[src/rtl/pd_pkg.sv]
// Shared types and defaults for the path delay scheduler.
package pd_pkg;

    localparam int PD_DW = 8;

    typedef enum logic [1:0] {
        PD_IDLE  = 2'd0,
        PD_PEND  = 2'd1,
        PD_XHOLD = 2'd2
    } pd_state_e;

endpackage

[src/rtl/pd_delay_counter.sv]
// Loadable down-counter that stops at zero; flags the last cycle (==1)
// and the drained state (==0).
module pd_delay_counter #(
    parameter int DW = 8
) (
    input  logic          clk,
    input  logic          rst_n,
    input  logic          load,
    input  logic [DW-1:0] load_val,
    input  logic          dec,
    output logic          is_one,
    output logic          is_zero
);

    logic [DW-1:0] cnt;

    // Load takes priority; decrement never wraps below zero.
    always_ff @(posedge clk or negedge rst_n) begin
        if (!rst_n) begin
            cnt <= '0;
        end else if (load) begin
            cnt <= load_val;
        end else if (dec && (cnt != '0)) begin
            cnt <= cnt - 1'b1;
        end
    end

    assign is_one  = (cnt == DW'(1));
    assign is_zero = (cnt == '0);

endmodule

[src/rtl/path_delay_scheduler.sv]
// Single-bit path delay scheduler: rise/fall delays, pulse rejection and
// cancelled-pulse reporting (on-event / on-detect) with an X window.
module path_delay_scheduler
    import pd_pkg::*;
#(
    parameter int DW = PD_DW
) (
    input  logic          clk,
    input  logic          rst_n,
    input  logic [DW-1:0] cfg_rise,
    input  logic [DW-1:0] cfg_fall,
    input  logic [DW-1:0] cfg_reject,
    input  logic          cfg_ondetect,
    input  logic          cfg_showcancel,
    input  logic          din,
    output logic          dout,
    output logic          dout_x,
    output logic          cancel_pulse,
    output logic          busy
);

    pd_state_e     state, state_nx;
    logic          tgt, tgt_nx;
    logic          dout_nx, dout_x_nx, cancel_nx;
    logic [DW-1:0] age, age_nx;
    logic [DW-1:0] d_raw, d_eff;
    logic          cnt_load, cnt_dec, cnt_one, cnt_zero;

    // Delay for a new event: direction picks rise/fall, zero means one cycle.
    always_comb begin
        d_raw = din ? cfg_rise : cfg_fall;
        d_eff = (d_raw == '0) ? DW'(1) : d_raw;
    end

    // The same counter times the pending event and, after a shown cancel,
    // keeps running so the X window lines up with the would-be maturity.
    pd_delay_counter #(.DW(DW)) u_cnt (
        .clk      (clk),
        .rst_n    (rst_n),
        .load     (cnt_load),
        .load_val (d_eff),
        .dec      (cnt_dec),
        .is_one   (cnt_one),
        .is_zero  (cnt_zero)
    );

    // Next-state and next-output decode.
    always_comb begin
        state_nx  = state;
        tgt_nx    = tgt;
        dout_nx   = dout;
        dout_x_nx = dout_x;
        cancel_nx = 1'b0;
        age_nx    = age;
        cnt_load  = 1'b0;
        cnt_dec   = 1'b0;
        unique case (state)
            PD_IDLE: begin
                if (din != tgt) begin
                    cnt_load = 1'b1;
                    age_nx   = DW'(1);
                    tgt_nx   = din;
                    state_nx = PD_PEND;
                end
            end
            PD_PEND: begin
                if (din == tgt) begin
                    cnt_dec = 1'b1;
                    age_nx  = (age == '1) ? age : age + 1'b1;
                    if (cnt_one) begin
                        dout_nx  = tgt;
                        state_nx = PD_IDLE;
                    end
                end else begin
                    // Reversion: age holds the width of the aborted pulse.
                    tgt_nx = dout;
                    if (age < cfg_reject) begin
                        state_nx = PD_IDLE;
                    end else begin
                        cancel_nx = 1'b1;
                        if (cfg_showcancel) begin
                            cnt_dec  = 1'b1;
                            state_nx = PD_XHOLD;
                            if (cfg_ondetect) dout_x_nx = 1'b1;
                        end else begin
                            state_nx = PD_IDLE;
                        end
                    end
                end
            end
            PD_XHOLD: begin
                if (din != dout) begin
                    // New change cuts the X window short and is scheduled now.
                    dout_x_nx = 1'b0;
                    cnt_load  = 1'b1;
                    age_nx    = DW'(1);
                    tgt_nx    = din;
                    state_nx  = PD_PEND;
                end else if (cnt_one) begin
                    // Would-be maturity: X is shown here in either style.
                    dout_x_nx = 1'b1;
                    cnt_dec   = 1'b1;
                end else if (cnt_zero) begin
                    dout_x_nx = 1'b0;
                    state_nx  = PD_IDLE;
                end else begin
                    cnt_dec = 1'b1;
                end
            end
            default: state_nx = PD_IDLE;
        endcase
    end

    // State, target, age and all outputs are registered together.
    always_ff @(posedge clk or negedge rst_n) begin
        if (!rst_n) begin
            state        <= PD_IDLE;
            tgt          <= 1'b0;
            age          <= '0;
            dout         <= 1'b0;
            dout_x       <= 1'b0;
            cancel_pulse <= 1'b0;
            busy         <= 1'b0;
        end else begin
            state        <= state_nx;
            tgt          <= tgt_nx;
            age          <= age_nx;
            dout         <= dout_nx;
            dout_x       <= dout_x_nx;
            cancel_pulse <= cancel_nx;
            busy         <= (state_nx != PD_IDLE);
        end
    end

endmodule

[config.mk]
export PLATFORM = sky130hd
export DESIGN_NAME = path_delay_scheduler
export DESIGN_NICKNAME = d
export VERILOG_FILES = /design/src/rtl/pd_pkg.sv /design/src/rtl/pd_delay_counter.sv /design/src/rtl/path_delay_scheduler.sv
export SDC_FILE = /design/constraint.sdc
export NUM_CORES = 1
export LEC_CHECK = 0
export CAP_MARGIN = 0
export CORE_UTILIZATION = 59
export CTS_BUF_LIST = sky130_fd_sc_hd__clkbuf_4
export DETAILED_ROUTE_END_ITERATION = 16
export DONT_BUFFER_PORTS = 1
export HOLD_SLACK_MARGIN = 0.12
export PLACE_DENSITY = 0.78
export SETUP_SLACK_MARGIN = 0.3
export SLEW_MARGIN = 20
export SYNTH_ARGS = -nofsm -noshare
export SYNTH_HDL_FRONTEND = slang
export SYNTH_SLANG_ARGS = --single-unit
export TNS_END_PERCENT = 50
[constraint.sdc]
create_clock -name clk -period 2 [get_ports clk]
set_clock_uncertainty 0.05 [all_clocks]
set_input_delay 0.2 -clock clk [delete_from_list [all_inputs] [get_ports clk]]
set_output_delay 0.2 -clock clk [all_outputs]
set_load 0.02 [all_outputs]
==> run_results.csv <==
group,metric,value,unit
synth,synth_cells,205,
timing,fin_ws,-0.0821,ns
critical_path,rr_startpoint,"age[7]",
layout,antenna_cells,0,
critical_path,crit_start,"age[7]",
synth,syn_area,1800,sq um
power_and_ir_drop,seqPwrFrac,31.9,%
routing,ant_nets,0,
timing,final-setup-viol-count,9,
power_and_ir_drop,power,0.00251,W
critical_path,cpMostUsedCell,"a21oi_2",
synth,synth_fa_ha_area_share,10.4,%
global_route,overflow,0,
timing,finalCriticalPeriod,2.08,ns
synth,synthArstFlopShare,100,%
placed_design,dpl.hpwl,3260,um
global_route,grt_use_total,30.9,%
timing,rsz0062_at_grt,"yes",
floorplanning,dieArea,3270,sq um
critical_path,path_buf_inv,0,
layout,areaGrowthSynthToFinish,26.0,%
floorplanning,ioPinCount,33,
timing,hold_viol,0,
critical_path,worst-setup-path-type,"reg -> reg",
critical_path,worstPathRequired,2.19,ns
routing,viasPerCell,6.64,
power_and_ir_drop,power_switching,0.00115,W
timing,timing.final.crit_share,104,%
floorplanning,rows,19,
power_and_ir_drop,cellPowerDensity,1110,nW/um^2
layout,layout.cells.non_filler,266,
critical_path,cpPeakStageDelay,0.46,ns
status,outcome,"complete, but fails checks",
clock_network,insertion_delay,0.31,ns
synth,ys_ff_latch,23,
placed_design,io_buffers,0,
timing,fmax,480,MHz
synth,synth-xor-area-share,3.90,%
global_route,grt_pass1_wl,7910,um
synth,synth_top_cell_area_share,32.0,%
placed_design,place_ws,-0.0784,ns
power_and_ir_drop,max-vdd-ir-drop,0.707,mV
layout,design_area,2260,sq um
synth,synth_cell_types,48,
synth,post-synth-top-count-cell,"dfrtp_1",
layout,final_util,80.1,%
power_and_ir_drop,p_sw_share,45.7,%
critical_path,critPathMaxFanout,7,
placed_design,place_inst,247,
power_and_ir_drop,pwr-share-comb,58.5,%
critical_path,critPathSlowestCell,"or4_1",
power_and_ir_drop,power_leakage,0.944,nW
synth,yosys-top-cells-count,"dfrtp_1 (23), inv_1 (22), ha_1 (15), nand2_1 (15)",
synth,synthTopCellsByArea,"dfrtp_1 (32%), ha_1 (10%), inv_1 (4.6%)",
placed_design,placed_area,1970,sq um
layout,drive_gt1_share,27.7,%
global_route,grt_pass1_vias,1794,
timing,relSlewSlack,65.7,%
synth,synthesis.nets,249,
run,drv_cap,0,
critical_path,rrSetupSlack,-0.08,ns
routing,wirelength,4860,um
power_and_ir_drop,p_int,0.00136,W
routing,drt_iter0_markers,164,
power_and_ir_drop,clkPwrFrac,9.5,%
synth,synth-simple-area-share,21.4,%
floorplanning,die_h,57.2,um
min_path,min_path_type,"in -> reg",
synth,syn_area_per_cell,8.76,sq um
clock_network,htree_levels,1,
routing,route.detailed.drc,3,
floorplanning,core_area,2830,sq um
clock_network,cts_root_buffer,"clkbuf_4",
critical_path,worst_setup_path_start_kind,"flop",
clock_network,cts_inserted_buffers,3,
clock_network,clk_path_buf_depth,2,
synth,yosys_most_used_dff,"dfrtp_1",
synth,synth_compound_area_share,20.3,%
synth,synth.area.mux_share,4.11,%
synth,yosysSeqAreaShare,32.0,%
synth,synth-edff-count,0,
global_route,grt_max_degree,24,
synth,synth_largest_area_cell,"dfrtp_1",
critical_path,worst_ep_arrival_time,2.27,ns
min_path,hold_start,"cfg_fall[1]",
routing,drtPass1Iterations,10,
timing,drv_slew,0,
timing,worstMarginPinSlew,0.514,ns
synth,synth_top_family_by_area,"simple AND/OR/NAND/NOR gates",
layout,fin_nets,280,
placed_design,routabilityCongestion,0.850,
critical_path,worstSetupEndpointType,"flop",
floorplanning,start_util,63.5,%
clock_network,tritoncts,"yes",
floorplanning,die_w,57.2,um
critical_path,crit_chain,"ha_4, nand4_1, a21oi_2, a21oi_2, o211a_4, or4_1, a31oi_1",
critical_path,path_delay_family,"compound AO/OA/AOI/OAI gates",
clock_network,path_clk_slew,0.14,ns
clock_network,cts.sinks,23,
synth,yosysWarnings,0,
routing,via_count,1765,
global_route,grt_antenna_before_repair,0,
layout,fillerInstances,161,
status,violations,"design-rule violations, negative setup slack",
routing,wire_per_inst,18.3,um
-- worst min-delay path, stage by stage --
cell	delay (ns)
mux2_2	0.14
nand2_1	0.06
nand3_1	0.07
-- path summary, 6_finish.rpt --
check	to	depth (start not counted)
min in group asynchronous	age[7]	2
setup reg to reg	u_cnt.cnt[3]	7
setup / recovery	u_cnt.cnt[3]	7
max in group asynchronous	tgt	2
hold / removal	u_cnt.cnt[1]	3
hold reg to reg	u_cnt.cnt[1]	2
-- cell type report --
type | count | area [sq um] | area share, %
Timing Repair Buffer | 33 | 275 | 12.2
Tap cell | 31 | 38.8 | 1.71
Multi-Input combinational cell | 153 | 1260 | 55.6
Clock buffer | 4 | 30.0 | 1.33
Inverter | 22 | 82.6 | 3.65
Sequential cell | 23 | 578 | 25.5
-- stage by stage --
step                      TNS (ns)  hold slack [ns]
after floorplan                  0           -0.146
after global placement           0           -0.145
after detailed placement    -0.240           -0.145
after CTS                   -0.276            0.123
after global routing         -1.09            0.119
final                       -0.396            0.123
-- registers in the layout, summed over array words and instances, names as in the netlist --
signal        cells
tgt               1
dout              1
state             2
busy              1
cancel_pulse      1
u_cnt.cnt         8
dout_x            1
age               8
-- placed cells by master (no fill, tap or decap), types with 2 or more instances in the layout --
master	count
clkbuf_4	4
ha_1	10
a21oi_2	2
mux2_2	3
o211a_4	2
buf_4	22
o31ai_1	6
a21o_1	2
o21ai_1	7
inv_1	19
nand3_2	3
a21oi_1	4
buf_6	4
o211ai_1	3
nand3_1	7
or3_1	3
inv_2	3
nor2_1	10
o21ai_2	2
and2_1	4
or4_1	6
xor2_1	6
nand4_1	10
mux2i_1	4
ha_4	4
o21ai_0	2
nand2_1	15
dfrtp_1	21
a31oi_1	7
xnor2_1	2
dfrtp_2	2
dlygate4sd3_1	6
-- kinds of logic (layout without fill, tap and decap cells) --
group           count (synthesis)  after routing
simple gates                   70             70
flops                          23             23
buf+inv                        30             59
fa+ha+maj                      15             15
compound gates                 52             53
mux                             7              7
xor+xnor                        8              8
-- power groups by stage --
stage	Combinational [W]	Sequential (W)	Clock, W
2_1_floorplan	0.000885	0.000745	0
3_3_place_gp	0.00109	0.000772	0
3_5_place_dp	0.00114	0.000789	0
4_1_cts	0.00131	0.000780	0.000243
5_1_grt	0.00160	0.000816	0.000270
6_report	0.00147	0.000801	0.000239
-- what timing repair did --
action                                  4_1_cts  5_1_grt
pin swaps                                    21       25
gates cloned                                  0        1
hold buffers                                  4        3
resized for setup                            22       11
buffers inserted                              3        4
endpoints found under the setup margin       21       23
hold endpoints to repair                     27       24
-- routing by layer --
layer / share of wire, % / routed length [um] / track usage [%]
met4: 0.91 / 44 / 11.1
met2: 50 / 2440 / 52.9
met3: 7.5 / 364 / 4.99
met5: 0 / 0 / 0
met1: 41 / 2010 / 39.5
Power figures use the tool's default switching activity.
